==> config.mk <==
export PLATFORM = sky130hd
export DESIGN_NAME = alu_muldiv_seq_flat
export DESIGN_NICKNAME = d
export VERILOG_FILES = /design/src/rtl/alu_muldiv_seq_if.sv /design/src/rtl/alu_muldiv_seq.sv /design/src/flat_wrapper.sv
export SDC_FILE = /design/constraint.sdc
export NUM_CORES = 1
export LEC_CHECK = 0
export CORE_MARGIN = 10
export CORE_UTILIZATION = 29
export CTS_BUF_LIST = sky130_fd_sc_hd__clkbuf_2
export DETAILED_ROUTE_END_ITERATION = 8
export MAX_ROUTING_LAYER = met4
export SLEW_MARGIN = 30
export SYNTH_ARGS = -nofsm -noshare
export SYNTH_HDL_FRONTEND = slang
export SYNTH_SLANG_ARGS = --single-unit
==> constraint.sdc <==
create_clock -name clk -period 10.8 [get_ports clk]
set_input_delay 3.24 -clock clk [delete_from_list [all_inputs] [get_ports clk]]
set_output_delay 3.24 -clock clk [all_outputs]
set_load 0.005 [all_outputs]
==> src/rtl/alu_muldiv_seq_if.sv <==
`default_nettype none
// ============================================================================
// alu_muldiv_seq_if : pipeline/ALU-side bus of the multi-cycle mul/div sequencer
// Rev 1.0
// ============================================================================
interface alu_muldiv_seq_if #(
  parameter int WIDTH = 32
);
  logic             i_Start;
  logic             i_Div;
  logic [WIDTH-1:0] i_Op1;
  logic [WIDTH-1:0] i_Op2;
  logic             i_Flush;
  logic [WIDTH-1:0] i_ALU_rslt;
  logic             i_ALU_Carry;
  logic             o_ALU_Own;
  logic [WIDTH-1:0] o_ALU_Op1;
  logic [WIDTH-1:0] o_ALU_Op2;
  logic [2:0]       o_ALU_Ctrl;
  logic             o_Busy;
  logic             o_Done;
  logic [WIDTH-1:0] o_Rslt;
  logic [WIDTH-1:0] o_Rem;
  logic             o_DivZero;

  // Execute stage / ALU side
  modport master (
    output i_Start, i_Div, i_Op1, i_Op2, i_Flush, i_ALU_rslt, i_ALU_Carry,
    input  o_ALU_Own, o_ALU_Op1, o_ALU_Op2, o_ALU_Ctrl,
    input  o_Busy, o_Done, o_Rslt, o_Rem, o_DivZero
  );

  // Sequencer side
  modport slave (
    input  i_Start, i_Div, i_Op1, i_Op2, i_Flush, i_ALU_rslt, i_ALU_Carry,
    output o_ALU_Own, o_ALU_Op1, o_ALU_Op2, o_ALU_Ctrl,
    output o_Busy, o_Done, o_Rslt, o_Rem, o_DivZero
  );
endinterface
`default_nettype wire

==> src/rtl/alu_muldiv_seq.sv <==
`default_nettype none
// ============================================================================
// alu_muldiv_seq : borrows the shared ALU for shift-add multiply / restoring divide
// Rev 1.0
// ============================================================================
module alu_muldiv_seq #(
  parameter int WIDTH = 32
) (
  input wire                clk,
  input wire                reset,
  alu_muldiv_seq_if.slave   io_bus
);

  localparam int               CNT_W       = $clog2(WIDTH);
  localparam logic [CNT_W-1:0] C_LAST_STEP = CNT_W'(WIDTH - 1);
  localparam logic [2:0]       C_ALU_NOP   = 3'b000;
  localparam logic [2:0]       C_ALU_ADD   = 3'b001;
  localparam logic [2:0]       C_ALU_SUB   = 3'b010;

  typedef enum logic [1:0] {
    S_IDLE = 2'd0,
    S_MUL  = 2'd1,
    S_DIV  = 2'd2,
    S_DONE = 2'd3
  } state_t;

  state_t           r_state;
  state_t           w_state_nxt;
  logic [CNT_W-1:0] r_cnt;
  logic [WIDTH-1:0] r_acc;
  logic [WIDTH-1:0] r_mcand;
  logic [WIDTH-1:0] r_mplier;
  logic [WIDTH-1:0] r_quot;
  logic [WIDTH-1:0] r_rem;
  logic [WIDTH-1:0] r_dvsr;
  logic [WIDTH-1:0] r_rslt;
  logic [WIDTH-1:0] r_rem_out;
  logic             r_divzero;

  logic             w_start;
  logic             w_last;
  logic             w_op2_zero;
  logic [WIDTH:0]   w_part;
  logic             w_sub_ok;
  logic [WIDTH-1:0] w_acc_nxt;
  logic [WIDTH-1:0] w_rem_nxt;
  logic [WIDTH-1:0] w_quot_nxt;

  logic             w_own;
  logic [WIDTH-1:0] w_alu_op1;
  logic [WIDTH-1:0] w_alu_op2;
  logic [2:0]       w_alu_ctrl;
  logic             w_busy;
  logic             w_done;

  // A flush in IDLE drops a coincident start request.
  assign w_start    = io_bus.i_Start & ~io_bus.i_Flush;
  assign w_last     = (r_cnt == C_LAST_STEP);
  assign w_op2_zero = (io_bus.i_Op2 == '0);

  // Restoring divide: when the partial's top bit is set it already exceeds the
  // divisor, so the subtraction is taken regardless of the 32-bit borrow.
  assign w_part     = {r_rem, r_quot[WIDTH-1]};
  assign w_sub_ok   = w_part[WIDTH] | ~io_bus.i_ALU_Carry;
  assign w_rem_nxt  = w_sub_ok ? io_bus.i_ALU_rslt : w_part[WIDTH-1:0];
  assign w_quot_nxt = {r_quot[WIDTH-2:0], w_sub_ok};
  assign w_acc_nxt  = r_mplier[0] ? io_bus.i_ALU_rslt : r_acc;

  always_ff @(posedge clk or posedge reset) begin
    if (reset) begin
      r_state <= S_IDLE;
    end else begin
      r_state <= w_state_nxt;
    end
  end

  always_comb begin
    w_state_nxt = r_state;
    w_own       = 1'b0;
    w_alu_op1   = '0;
    w_alu_op2   = '0;
    w_alu_ctrl  = C_ALU_NOP;
    w_busy      = 1'b0;
    w_done      = 1'b0;
    case (r_state)
      S_IDLE: begin
        if (w_start) begin
          if (!io_bus.i_Div) begin
            w_state_nxt = S_MUL;
          end else if (w_op2_zero) begin
            w_state_nxt = S_DONE;
          end else begin
            w_state_nxt = S_DIV;
          end
        end
      end
      S_MUL: begin
        w_own      = 1'b1;
        w_alu_op1  = r_acc;
        w_alu_op2  = r_mcand;
        w_alu_ctrl = C_ALU_ADD;
        w_busy     = 1'b1;
        if (io_bus.i_Flush) begin
          w_state_nxt = S_IDLE;
        end else if (w_last) begin
          w_state_nxt = S_DONE;
        end
      end
      S_DIV: begin
        w_own      = 1'b1;
        w_alu_op1  = w_part[WIDTH-1:0];
        w_alu_op2  = r_dvsr;
        w_alu_ctrl = C_ALU_SUB;
        w_busy     = 1'b1;
        if (io_bus.i_Flush) begin
          w_state_nxt = S_IDLE;
        end else if (w_last) begin
          w_state_nxt = S_DONE;
        end
      end
      S_DONE: begin
        w_done      = 1'b1;
        w_state_nxt = S_IDLE;
      end
      default: begin
        w_state_nxt = S_IDLE;
      end
    endcase
  end

  // Results are written only on completion so a flushed op leaves them intact.
  always_ff @(posedge clk or posedge reset) begin
    if (reset) begin
      r_cnt     <= '0;
      r_acc     <= '0;
      r_mcand   <= '0;
      r_mplier  <= '0;
      r_quot    <= '0;
      r_rem     <= '0;
      r_dvsr    <= '0;
      r_rslt    <= '0;
      r_rem_out <= '0;
      r_divzero <= 1'b0;
    end else begin
      case (r_state)
        S_IDLE: begin
          if (w_start) begin
            r_cnt <= '0;
            if (!io_bus.i_Div) begin
              r_acc     <= '0;
              r_mcand   <= io_bus.i_Op1;
              r_mplier  <= io_bus.i_Op2;
              r_divzero <= 1'b0;
            end else if (w_op2_zero) begin
              r_rslt    <= '1;
              r_rem_out <= io_bus.i_Op1;
              r_divzero <= 1'b1;
            end else begin
              r_quot    <= io_bus.i_Op1;
              r_rem     <= '0;
              r_dvsr    <= io_bus.i_Op2;
              r_divzero <= 1'b0;
            end
          end
        end
        S_MUL: begin
          if (!io_bus.i_Flush) begin
            r_acc    <= w_acc_nxt;
            r_mcand  <= {r_mcand[WIDTH-2:0], 1'b0};
            r_mplier <= {1'b0, r_mplier[WIDTH-1:1]};
            r_cnt    <= r_cnt + 1'b1;
            if (w_last) begin
              r_rslt    <= w_acc_nxt;
              r_rem_out <= '0;
            end
          end
        end
        S_DIV: begin
          if (!io_bus.i_Flush) begin
            r_rem  <= w_rem_nxt;
            r_quot <= w_quot_nxt;
            r_cnt  <= r_cnt + 1'b1;
            if (w_last) begin
              r_rslt    <= w_quot_nxt;
              r_rem_out <= w_rem_nxt;
            end
          end
        end
        default: begin
        end
      endcase
    end
  end

  assign io_bus.o_ALU_Own  = w_own;
  assign io_bus.o_ALU_Op1  = w_alu_op1;
  assign io_bus.o_ALU_Op2  = w_alu_op2;
  assign io_bus.o_ALU_Ctrl = w_alu_ctrl;
  assign io_bus.o_Busy     = w_busy;
  assign io_bus.o_Done     = w_done;
  assign io_bus.o_Rslt     = r_rslt;
  assign io_bus.o_Rem      = r_rem_out;
  assign io_bus.o_DivZero  = r_divzero;

endmodule
`default_nettype wire

==> src/flat_wrapper.sv <==
// flat-port wrapper written by rule: the top's interface ports become plain ports
module alu_muldiv_seq_flat 
#(
  parameter int WIDTH = 32
)
  (clk, reset, io_bus_i_Start, io_bus_i_Div, io_bus_i_Op1, io_bus_i_Op2, io_bus_i_Flush, io_bus_i_ALU_rslt, io_bus_i_ALU_Carry, io_bus_o_ALU_Own, io_bus_o_ALU_Op1, io_bus_o_ALU_Op2, io_bus_o_ALU_Ctrl, io_bus_o_Busy, io_bus_o_Done, io_bus_o_Rslt, io_bus_o_Rem, io_bus_o_DivZero);
  alu_muldiv_seq_if #(.WIDTH(WIDTH)) io_bus_i ();
  input wire clk;
  input wire reset;
  input wire logic [$bits(io_bus_i.i_Start)-1:0] io_bus_i_Start;
  input wire logic [$bits(io_bus_i.i_Div)-1:0] io_bus_i_Div;
  input wire logic [$bits(io_bus_i.i_Op1)-1:0] io_bus_i_Op1;
  input wire logic [$bits(io_bus_i.i_Op2)-1:0] io_bus_i_Op2;
  input wire logic [$bits(io_bus_i.i_Flush)-1:0] io_bus_i_Flush;
  input wire logic [$bits(io_bus_i.i_ALU_rslt)-1:0] io_bus_i_ALU_rslt;
  input wire logic [$bits(io_bus_i.i_ALU_Carry)-1:0] io_bus_i_ALU_Carry;
  output wire logic [$bits(io_bus_i.o_ALU_Own)-1:0] io_bus_o_ALU_Own;
  output wire logic [$bits(io_bus_i.o_ALU_Op1)-1:0] io_bus_o_ALU_Op1;
  output wire logic [$bits(io_bus_i.o_ALU_Op2)-1:0] io_bus_o_ALU_Op2;
  output wire logic [$bits(io_bus_i.o_ALU_Ctrl)-1:0] io_bus_o_ALU_Ctrl;
  output wire logic [$bits(io_bus_i.o_Busy)-1:0] io_bus_o_Busy;
  output wire logic [$bits(io_bus_i.o_Done)-1:0] io_bus_o_Done;
  output wire logic [$bits(io_bus_i.o_Rslt)-1:0] io_bus_o_Rslt;
  output wire logic [$bits(io_bus_i.o_Rem)-1:0] io_bus_o_Rem;
  output wire logic [$bits(io_bus_i.o_DivZero)-1:0] io_bus_o_DivZero;
  assign io_bus_i.i_Start = io_bus_i_Start;
  assign io_bus_i.i_Div = io_bus_i_Div;
  assign io_bus_i.i_Op1 = io_bus_i_Op1;
  assign io_bus_i.i_Op2 = io_bus_i_Op2;
  assign io_bus_i.i_Flush = io_bus_i_Flush;
  assign io_bus_i.i_ALU_rslt = io_bus_i_ALU_rslt;
  assign io_bus_i.i_ALU_Carry = io_bus_i_ALU_Carry;
  assign io_bus_o_ALU_Own = io_bus_i.o_ALU_Own;
  assign io_bus_o_ALU_Op1 = io_bus_i.o_ALU_Op1;
  assign io_bus_o_ALU_Op2 = io_bus_i.o_ALU_Op2;
  assign io_bus_o_ALU_Ctrl = io_bus_i.o_ALU_Ctrl;
  assign io_bus_o_Busy = io_bus_i.o_Busy;
  assign io_bus_o_Done = io_bus_i.o_Done;
  assign io_bus_o_Rslt = io_bus_i.o_Rslt;
  assign io_bus_o_Rem = io_bus_i.o_Rem;
  assign io_bus_o_DivZero = io_bus_i.o_DivZero;
  alu_muldiv_seq #(.WIDTH(WIDTH)) u_core (.clk(clk), .reset(reset), .io_bus(io_bus_i));
endmodule
* Word-level counts from Yosys, hierarchy flattened
Cells that the tools add are included.
** Word-level totals
- Bits in registers :: 264
- Output and inout bits :: 135
** Operators by class
- Equal/unequal tests :: 15
- Reductions and logical operators :: 14
- Bitwise gates (word level) :: 5
- Mux-type cells :: 56
- Add/sub/neg operators :: 1
** Operator list (number)
- 2-to-1 mux 32 bit :: 33
- case mux 32 bit (2 select lines) :: 7
- case mux 32 bit (3 select lines) :: 2
- logical NOT 32 bit :: 1
- inequality test 2 bit (second input constant) :: 6
- 2-to-1 mux 5 bit :: 2
- case mux 5 bit (2 select lines) :: 1
- 2-to-1 mux 2 bit :: 4
- inequality test 2 x 1 -> 1 bit (second input constant) :: 4
- AND reduction 4 bit :: 2
- AND reduction 8 bit :: 1
- case mux 2 bit (3 select lines) :: 1
- nonzero test 2 bit :: 3
- adder 5 x 1 -> 5 bit (second input constant) :: 1
- == test 5 bit (second input constant) :: 1
- 2-to-1 mux 1 bit :: 5
- AND reduction 5 bit :: 1
- == test 2 bit (second input constant) :: 2
- case mux 2 bit (2 select lines) :: 1
- AND reduction 2 bit :: 2
- inequality test 3 x 1 -> 1 bit (second input constant) :: 1
- NOT 1 bit :: 3
- AND reduction 3 bit :: 1
- nonzero test 3 bit :: 1
- other kinds (5) :: 5

* Longest topological paths before layout
Gate-level depths: netlist of the first run.
- Word-level depth :: 6
- Mapped depth :: 10
- Mapped depth without buffers :: 7

* Worst setup path before layout of the first run
OpenSTA, ideal clock, no wires.
- Path kind :: flip-flop to output port
- From :: reg u_core.r_state[0]
- To :: out io_bus_o_ALU_Op2[0]
- Data required time :: 7560 ps
- Stages on the path, launching flop included :: 9
- Slack :: 5553 ps
- Arrival time :: 2007 ps
- Buffers on the path :: 4
- Path through :: dfrtp_1 -> inv_1 -> ha_1 -> clkbuf_1 -> clkinv_1 -> clkbuf_1 -> clkbuf_1 -> buf_1 -> nor2_1
** Between the ends
- Word-level cells in the longest chain between the ends :: 2
** RTL lines
- start: declaration :: line alu_muldiv_seq.sv:27 : state_t r_state;
- start signal: assignment :: line alu_muldiv_seq.sv:73 : r_state <= w_state_nxt;
- == test 2 bit or == test 2 x 1 -> 1 bit (tied branches) :: line alu_muldiv_seq.sv:85 : case (r_state)
- case mux 32 bit (2 select lines) (*) :: line alu_muldiv_seq.sv:85
- end: declaration :: line flat_wrapper.sv:19 : output wire logic [$bits(io_bus_i.o_ALU_Op2)-1:0] io_bus_o_ALU_Op2;
Every way passes the cells marked *; elsewhere a longest branch is shown, timed or not.

* Worst setup path in the final report of the first run
- From :: reg u_core.r_state[0]
- To :: out io_bus_o_ALU_Op1[28]
** Between the ends
- Word-level cells in the longest chain between the ends :: 2
** RTL lines
- == test 2 bit or == test 2 x 1 -> 1 bit (tied branches) :: line alu_muldiv_seq.sv:85
- case mux 32 bit (2 select lines) (*) :: line alu_muldiv_seq.sv:85
- end: declaration :: line flat_wrapper.sv:18 : output wire logic [$bits(io_bus_i.o_ALU_Op1)-1:0] io_bus_o_ALU_Op1;
Marks and branches as above.

==> metrics.md, run 1 <==
| Metric | Value |
|---|---|
| Total vias in the final route | between 10000 and 15000 |
| Kind of start point of the critical path | flip-flop |
| Number of placement rows | a little under 80 |
| Initial antenna violation count | 3 |
| Remaining global-route overflow | 0 |
| Share of total power in combinational logic | 0.488 |
| First-pass iteration count of the detailed router | 5 |
| Detailed-route wire length per cell | 21.1 µm |
| Half-perimeter wire length after detailed placement | approximately 30000 µm |
| Internal | 2.86 mW |
| Warnings from Yosys | 0 |
| Critical path data arrival time | ~4.2 ns |
| Adder and majority gate portion of the synthesized area | 0.00673 |
| Clock skew after layout | 0.0770 ns |
| Remaining number of nets flagged by the antenna check after routing | 0 |
| Upper clock frequency limit | between 0.1 and 0.15 GHz |
| Post-CTS setup-driven buffer insertion count | 0 |
| Most common cell after layout, fill and taps aside | sky130_fd_sc_hd__dfrtp_1 |
| Share of total power consumed by net switching | 0.434 |
| Startpoint of the worst setup timing path | u_core.r_state[0]$_DFFE_PP0P_ |
| Post-detailed-route via-to-cell ratio | 5.24 |
| Power density over the cells | 305 nW/µm² |
| TritonCTS Sinks | approximately 260 |
| Pin count of the biggest net entering global routing | about 170 |
| Critical-path maximum fanout | between 80 and 90 |
| Library cell used as clock root buffer | sky130_fd_sc_hd__clkbuf_2 |
| Simple-gate share of the synthesized area | 0.0972 |
| Wire length after detailed routing | between 40000 and 50000 µm |
| Synth Area in Compound Gates | 0.214 |
| Post-detailed-placement cell area | around 16000 µm² |
| Hold buffers post-CTS | 0 |
| Wire length of the first global-routing pass | 70200 µm |
| Fraction of layout cells with a size suffix above 1 | 0.135 |
| Filler Cells Inserted | 4541 |
| Mux contribution to synthesized area | 0.130 |
| Starting density of the core | 0.294 |
| Number of gates resized after cts | 0 |
| H-tree levels | 3 |
| Number of buffer cells added on primary ports | 235 |
| Total DRC errors in the routed layout | 0 |
| Combined flip-flop and latch cell area | 6610 µm² |
| Count of distinct cell types in the synthesized netlist | 37 |
| Critical Path End Type | output pin |
| Critical Path, Cell by Cell | inv_1, ha_1, inv_6, buf_4, a21oi_1, clkdlybuf4s50_1 |
| Beginning of the worst hold path | u_core.r_mplier[7]$_DFFE_PP0P_ |
| Slew Limit Headroom | 0.341 |
| Part of the power in the clock network | 0.150 |
| Hold violation count in the final report | 0 |
| CP Buf/Inv Count | 4 |
| Transition time at the pin with the least slew margin | ~0.99 ns |
| # nets final | 1645 |
| Final min period | between 7 and 8 ns |
| Total core area | 44300 µm² |
| Fin area | 16600 µm² |
| Largest family of logic cells by synthesized area | compound AO/OA/AOI/OAI gates |
| Number of max-slew violations in the final report | 0 |
| Clock buffers created by TritonCTS | between 70 and 80 |
| Setup violation total in the final timing report | 0 |
| Average cell area after synthesis | 9.80 µm² |
| Commonest non-fill, non-tap cells in the layout | 263 x sky130_fd_sc_hd__dfrtp_1, 236 x sky130_fd_sc_hd__nand2_1, 235 x sky130_fd_sc_hd__clkdlybuf4s50_1 |
| Ports | about 240 |
| Clock tree from TritonCTS | done |
| Post-synthesis to final-layout area growth | 27.3% |
| Required time reported for the critical path endpoint | about 7.6 ns |
| CP max-delay cell | sky130_fd_sc_hd__buf_4 |
| Die height | between 200 and 250 µm |
| Synth Area in XOR/XNOR | 0 |
| Insertion delay of the later-clocked pin in the worst-skew pair | approximately 0.94 ns |
| Die Wd | 232 µm |
| Sequential fraction of the synthesis area | 0.507 |
| Weighted congestion at the end of routability-driven global placement | around 0.83 |
| Sequential Power Share | 0.361 |
| Maximum capacitance violations | 0 |
| Total nets after synthesis | between 1000 and 1500 |
| RSZ-0062 raised after global routing | false |
| Final Cycle Share | 0.693 |
| Count of mapped cells out of synthesis | about 1300 |
| VDD IR-drop max | 175 µV |
| Total routing resource utilization after global routing | 0.172 |
| Worst reg2reg path startpoint | u_core.r_state[1]$_DFFE_PP0P_ |
| Worst path top cell family by delay | buffers and inverters |
| Via count of the first global-routing pass | between 10000 and 15000 |
| Setup TNS | 0 ns |
| Longest individual stage delay on the worst path | between 0.8 and 0.9 ns |
| Critical path class | reg -> out |
| Status | finished, final reports clean |
| Area used by multi-input combinational logic | about 5900 µm² |
| Clock edge transition at the registers on the reported setup and hold paths | roughly 0.080 ns |
| DIE AREA | 53800 µm² |
| Synthesized cell area | ~13000 µm² |
| DRT iter0 DRCs | 877 |
| Util after Layout | 0.374 |
| Hold crit path type | reg -> reg |
| Maximum clock path buffer count | 3 |
| P_sw | ~2.2 mW |
| Number of register bits inferred by synthesis | 264 |
| Pleak | around 6.8 nW |
-- worst paths after layout --
kind | end | slack, ns | cells after the start
max in group asynchronous | u_core.r_mplier[0]$_DFFE_PP0P_ | 6.43 | 4
worst max register to register | u_core.io_bus.o_Rslt[19]$_DFFE_PP0P_ | 6.63 | 10
worst min-delay path | u_core.r_mplier[7]$_DFFE_PP0P_ | 0.48 | 2
worst max-delay path | io_bus_o_ALU_Op1[28] | 3.32 | 6
min in group asynchronous | u_core.r_dvsr[0]$_DFFE_PP0P_ | 2.84 | 2
worst min register to register | u_core.r_mplier[7]$_DFFE_PP0P_ | 0.48 | 2
-- power groups by stage --
| stage | clock network [mW] | logic [mW] | registers, mW |
|---|---|---|---|
| 4_1_cts | 0.794 | 2.49 | 1.83 |
| 3_3_place_gp | 0 | 2.43 | 1.83 |
| 6_report | 0.760 | 2.47 | 1.83 |
| 2_1_floorplan | 0 | 1.58 | 1.71 |
| 3_5_place_dp | 0 | 2.48 | 1.84 |
| 5_1_grt | 0.845 | 2.72 | 1.88 |
-- Yosys cell counts --
library cell / count / share of area
sky130_fd_sc_hd__o22ai_1: 1 / 0.00048
sky130_fd_sc_hd__buf_4: 9 / 0.0052
sky130_fd_sc_hd__o22a_1: 1 / 0.00067
sky130_fd_sc_hd__o311ai_4: 1 / 0.0020
sky130_fd_sc_hd__dfrtp_1: 264 / 0.51
sky130_fd_sc_hd__o21a_1: 31 / 0.018
sky130_fd_sc_hd__inv_1: 9 / 0.0026
sky130_fd_sc_hd__nand4_1: 2 / 0.00096
sky130_fd_sc_hd__nor4_1: 8 / 0.0038
sky130_fd_sc_hd__clkinv_1: 1 / 0.00029
sky130_fd_sc_hd__nor2b_1: 1 / 0.00048
sky130_fd_sc_hd__and2_1: 1 / 0.00048
sky130_fd_sc_hd__o21ai_0: 133 / 0.051
sky130_fd_sc_hd__o2111ai_1: 32 / 0.022
sky130_fd_sc_hd__a22o_1: 33 / 0.022
sky130_fd_sc_hd__o21ai_1: 3 / 0.0012
sky130_fd_sc_hd__buf_2: 22 / 0.0085
sky130_fd_sc_hd__nor3b_1: 1 / 0.00058
sky130_fd_sc_hd__conb_1: 1 / 0.00029
sky130_fd_sc_hd__a22oi_1: 33 / 0.019
sky130_fd_sc_hd__ha_1: 7 / 0.0067
sky130_fd_sc_hd__nor2_1: 64 / 0.018
sky130_fd_sc_hd__clkbuf_1: 76 / 0.022
sky130_fd_sc_hd__a221oi_1: 32 / 0.022
sky130_fd_sc_hd__a21oi_1: 101 / 0.039
sky130_fd_sc_hd__nand3_1: 5 / 0.0019
sky130_fd_sc_hd__nand2_1: 236 / 0.068
sky130_fd_sc_hd__a32o_1: 2 / 0.0015
sky130_fd_sc_hd__a31oi_1: 32 / 0.015
sky130_fd_sc_hd__a211oi_1: 1 / 0.00058
sky130_fd_sc_hd__mux2_2: 65 / 0.056
sky130_fd_sc_hd__mux2i_1: 96 / 0.074
sky130_fd_sc_hd__buf_1: 19 / 0.0055
sky130_fd_sc_hd__or3_1: 2 / 0.00096
sky130_fd_sc_hd__nand2b_1: 1 / 0.00048
sky130_fd_sc_hd__and3_1: 2 / 0.00096
sky130_fd_sc_hd__a21o_1: 1 / 0.00058
-- cell families (layout without fill, tap and decap cells) --
| logic type | Yosys count | after routing |
|---|---|---|
| adder cells (fa/ha/maj) | 7 | 7 |
| AND/OR/NAND/NOR | 323 | 323 |
| flip-flops | 264 | 264 |
| multiplexers | 161 | 161 |
| other | 1 | 4 |
| buffers and inverters | 136 | 394 |
| AO/OA/AOI/OAI | 437 | 437 |
-- per-layer routing --
layer | part of all wire | wire length, µm | vias up | track usage
li1 | - | - | 5260 | -
met1 | 0.46 | 21200 | 5633 | 0.229
met2 | 0.44 | 20400 | 464 | 0.245
met3 | 0.074 | 3410 | 78 | 0.0467
met4 | 0.024 | 1130 | 0 | 0.0611
met5 | 0 | 0 | - | -
-- flip-flops by register name (all words and copies together) (netlist names) --
name and flops:
u_core.r_quot 32, u_core.io_bus.o_Rem 32, u_core.io_bus.o_Rslt 32, u_core.r_dvsr 32, u_core.r_mplier 32, u_core.io_bus.o_DivZero 1, u_core.r_state 2, u_core.r_mcand 32
u_core.r_acc 32, u_core.r_rem 32, u_core.r_cnt 5
-- worst reg2reg max path, delay by kind of cell (launching register included) --
family,cells,cell delay [ns]
fa+ha+maj,1,0.37
buf+inv,5,2.02
flops,1,0.43
compound gates,3,0.60
simple gates,1,0.60
-- metrics by stage --
step	worst slack [ns]	hold WS, ns	power, mW	cells
floorplan	0.291	0.438	3.29	1329
global placement	3.12	0.462	4.26	2044
detailed placement	3.43	0.470	4.32	2045
CTS	3.23	0.490	5.11	2177
global route	3.08	0.517	5.45	2182
finish	3.32	0.483	5.06	2182
-- layout make-up --
cell class / count / share of cell area
antenna: 3 / 0.000453
clock buffer: 115 / 0.0347
multi-input combinational: 929 / 0.358
clock inverter: 17 / 0.00551
tap: 592 / 0.0447
timing repair buffer: 252 / 0.155
sequential: 264 / 0.399
inverter: 10 / 0.00302
Power figures use the tool's default switching activity.
==> run 2: changes to the inputs <==
clock period = 7.26 ns   (was 10.8 ns; I/O delays follow)
==> metrics.md, run 2 (synthesis gave the netlist of run 1 again) <==
| Metric | Value |
|---|---|
| Weighted congestion at the end of routability-driven global placement | roughly 0.85 |
| Critical Path End Type | output pin |
| Setup violation total in the final timing report | 0 |
| Pin count of the biggest net entering global routing | around 140 |
| Number of buffer cells added on primary ports | ~240 |
| VDD IR-drop max | about 310 µV |
| P_sw | roughly 3.3 mW |
| Critical-path maximum fanout | 81 |
| H-tree levels | 3 |
| Insertion delay of the later-clocked pin in the worst-skew pair | between 0.9 and 1 ns |
| Hold violation count in the final report | 0 |
| Half-perimeter wire length after detailed placement | about 30000 µm |
| Kind of start point of the critical path | flip-flop |
| Clock buffers created by TritonCTS | a little under 80 |
| Remaining number of nets flagged by the antenna check after routing | 0 |
| Maximum clock path buffer count | 3 |
| Worst path top cell family by delay | buffers and inverters |
| Post-detailed-route via-to-cell ratio | roughly 5.2 |
| Required time reported for the critical path endpoint | just over 5 ns |
| Final Cycle Share | 0.844 |
| CP max-delay cell | sky130_fd_sc_hd__inv_4 |
| Total core area | roughly 44000 µm² |
| Slew Limit Headroom | 0.391 |
| Number of placement rows | 77 |
| Cell Count, Final, Fillers Out | 2180 |
| Starting density of the core | 0.294 |
| Critical path class | reg -> out |
| Number of max-slew violations in the final report | 0 |
| Library cell used as clock root buffer | sky130_fd_sc_hd__clkbuf_2 |
| Total routing resource utilization after global routing | 0.173 |
| Die Wd | ~230 µm |
| Transition time at the pin with the least slew margin | around 0.91 ns |
| Worst hold margin | ~0.48 ns |
| Status | finished, final reports clean |
| # nets final | 1647 |
| Part of the power in the clock network | 0.148 |
| Pleak | about 6.8 nW |
| Sequential Power Share | 0.355 |
| Routed met3 length | around 3400 µm |
| DRT iter0 DRCs | 940 |
| First-pass iteration count of the detailed router | 5 |
| Routed metal-1 wirelength | around 22000 µm |
| Critical Path, Cell by Cell | inv_1, ha_1, inv_4, buf_12, a21oi_1, clkdlybuf4s50_1 |
| Via count of the first global-routing pass | about 12000 |
| Clock skew after layout | 0.0409 ns |
| Post-synthesis to final-layout area growth | 27.1% |
| Fraction of layout cells with a size suffix above 1 | 0.137 |
| Hold crit path type | reg -> reg |
| Power density over the cells | between 400 and 500 nW/µm² |
| Wire length after detailed routing | ~46000 µm |
| Routed wl met2 | slightly above 20000 µm |
| Critical path data arrival time | 3.95 ns |
| Hold buffers post-CTS | 0 |
| Post-placement cell count | approximately 2100 |
| Total vias in the final route | approximately 11000 |
| Commonest non-fill, non-tap cells in the layout | 263 x sky130_fd_sc_hd__dfrtp_1, 236 x sky130_fd_sc_hd__nand2_1, 235 x sky130_fd_sc_hd__clkdlybuf4s50_1 |
| DIE AREA | ~54000 µm² |
| Number of gates resized after cts | 0 |
| RSZ-0062 raised after global routing | false |
| Total DRC errors in the routed layout | 0 |
| Longest individual stage delay on the worst path | 0.74 ns |
| Post-CTS setup-driven buffer insertion count | 0 |
| CP Buf/Inv Count | 4 |
| Setup TNS | 0 ns |
| Util after Layout | 0.373 |
| Upper clock frequency limit | 0.163 GHz |
| Die height | ~230 µm |
| TritonCTS Sinks | roughly 260 |
| DR top layer | met4 |
| Initial antenna violation count | 3 |
| Remaining global-route overflow | 0 |
| Internal | ~4.3 mW |
| Clock tree from TritonCTS | done |
| Most common cell after layout, fill and taps aside | sky130_fd_sc_hd__dfrtp_1 |
| Final min period | 6.13 ns |
| Share of total power in combinational logic | 0.497 |
| Wire length of the first global-routing pass | 70500 µm |
| Clock edge transition at the registers on the reported setup and hold paths | ~0.090 ns |
| Share of total power consumed by net switching | 0.435 |
| Detailed-route wire length per cell | 21.3 µm |
| Ports | roughly 240 |
| Maximum capacitance violations | 0 |
run 2: changes by cell type in the layout (fill, tap and decap cells not counted), moves of 2 or more:
cell                       change
sky130_fd_sc_hd__clkbuf_2      -4
sky130_fd_sc_hd__clkinv_1      -4
sky130_fd_sc_hd__buf_12        +3
sky130_fd_sc_hd__buf_16        -3
sky130_fd_sc_hd__buf_6         +2
sky130_fd_sc_hd__clkinv_2      +2
run 2: worst register-to-register path: stages (launching register included):
cell	delay, ns
sky130_fd_sc_hd__dfrtp_1	0.45
sky130_fd_sc_hd__inv_1	0.17
sky130_fd_sc_hd__ha_1	0.52
sky130_fd_sc_hd__inv_1	0.27
sky130_fd_sc_hd__or3_1	0.44
sky130_fd_sc_hd__a21oi_1	0.55
sky130_fd_sc_hd__and3_2	0.90
sky130_fd_sc_hd__a22o_1	0.28
run 2: path summary, 6_finish.rpt:
path,startpoint,endpoint,slack [ns],depth (start not counted)
worst max-delay path,u_core.r_state[0]$_DFFE_PP0P_,io_bus_o_ALU_Op1[27],1.13,6
worst min-delay path,u_core.r_rem[25]$_DFFE_PP0P_,u_core.r_rem[25]$_DFFE_PP0P_,0.48,2
worst max register to register,u_core.r_state[0]$_DFFE_PP0P_,u_core.r_acc[30]$_DFFE_PP0P_,3.61,7
worst min register to register,u_core.r_rem[25]$_DFFE_PP0P_,u_core.r_rem[25]$_DFFE_PP0P_,0.48,2
max in group asynchronous,reset,u_core.r_dvsr[25]$_DFFE_PP0P_,4.72,3
min in group asynchronous,reset,u_core.r_rem[7]$_DFFE_PP0P_,1.84,3
run 2: through the flow:
| step | power (mW) | setup slack [ns] | instance area, µm² |
|---|---|---|---|
| 2_1_floorplan | 4.89 | 1.60 | 13000 |
| 3_3_place_gp | 6.37 | 1.55 | 15900 |
| 3_5_place_dp | 6.45 | 1.49 | 15900 |
| 4_1_cts | 7.61 | 1.07 | 16500 |
| 5_1_grt | 8.11 | 0.960 | 16500 |
| 6_report | 7.54 | 1.13 | 16500 |
run 2: power by group through the flow:
stage	clock (mW)	sequential [mW]	combinational, mW
floorplan	0	2.54	2.35
global placement	0	2.67	3.70
detailed placement	0	2.69	3.76
CTS	1.17	2.67	3.77
global route	1.25	2.75	4.11
finish	1.12	2.67	3.74
run 2: area by class of cell:
type	instances	area (µm²)
Clock buffer	111	556
Sequential cell	264	6610
Multi-Input combinational cell	929	5930
Inverter	10	43.8
Antenna cell	3	7.51
Clock inverter	16	90.1
Fill cell	4490	27800
Tap cell	592	741
Timing Repair Buffer	255	2570
run 2: metal layers:
| metal | track usage | up-vias |
|---|---|---|
| met5 | - | - |
| met4 | 0.0586 | 0 |
| met1 | 0.229 | 5606 |
| met2 | 0.249 | 438 |
| met3 | 0.0462 | 51 |
| li1 | - | 5247 |
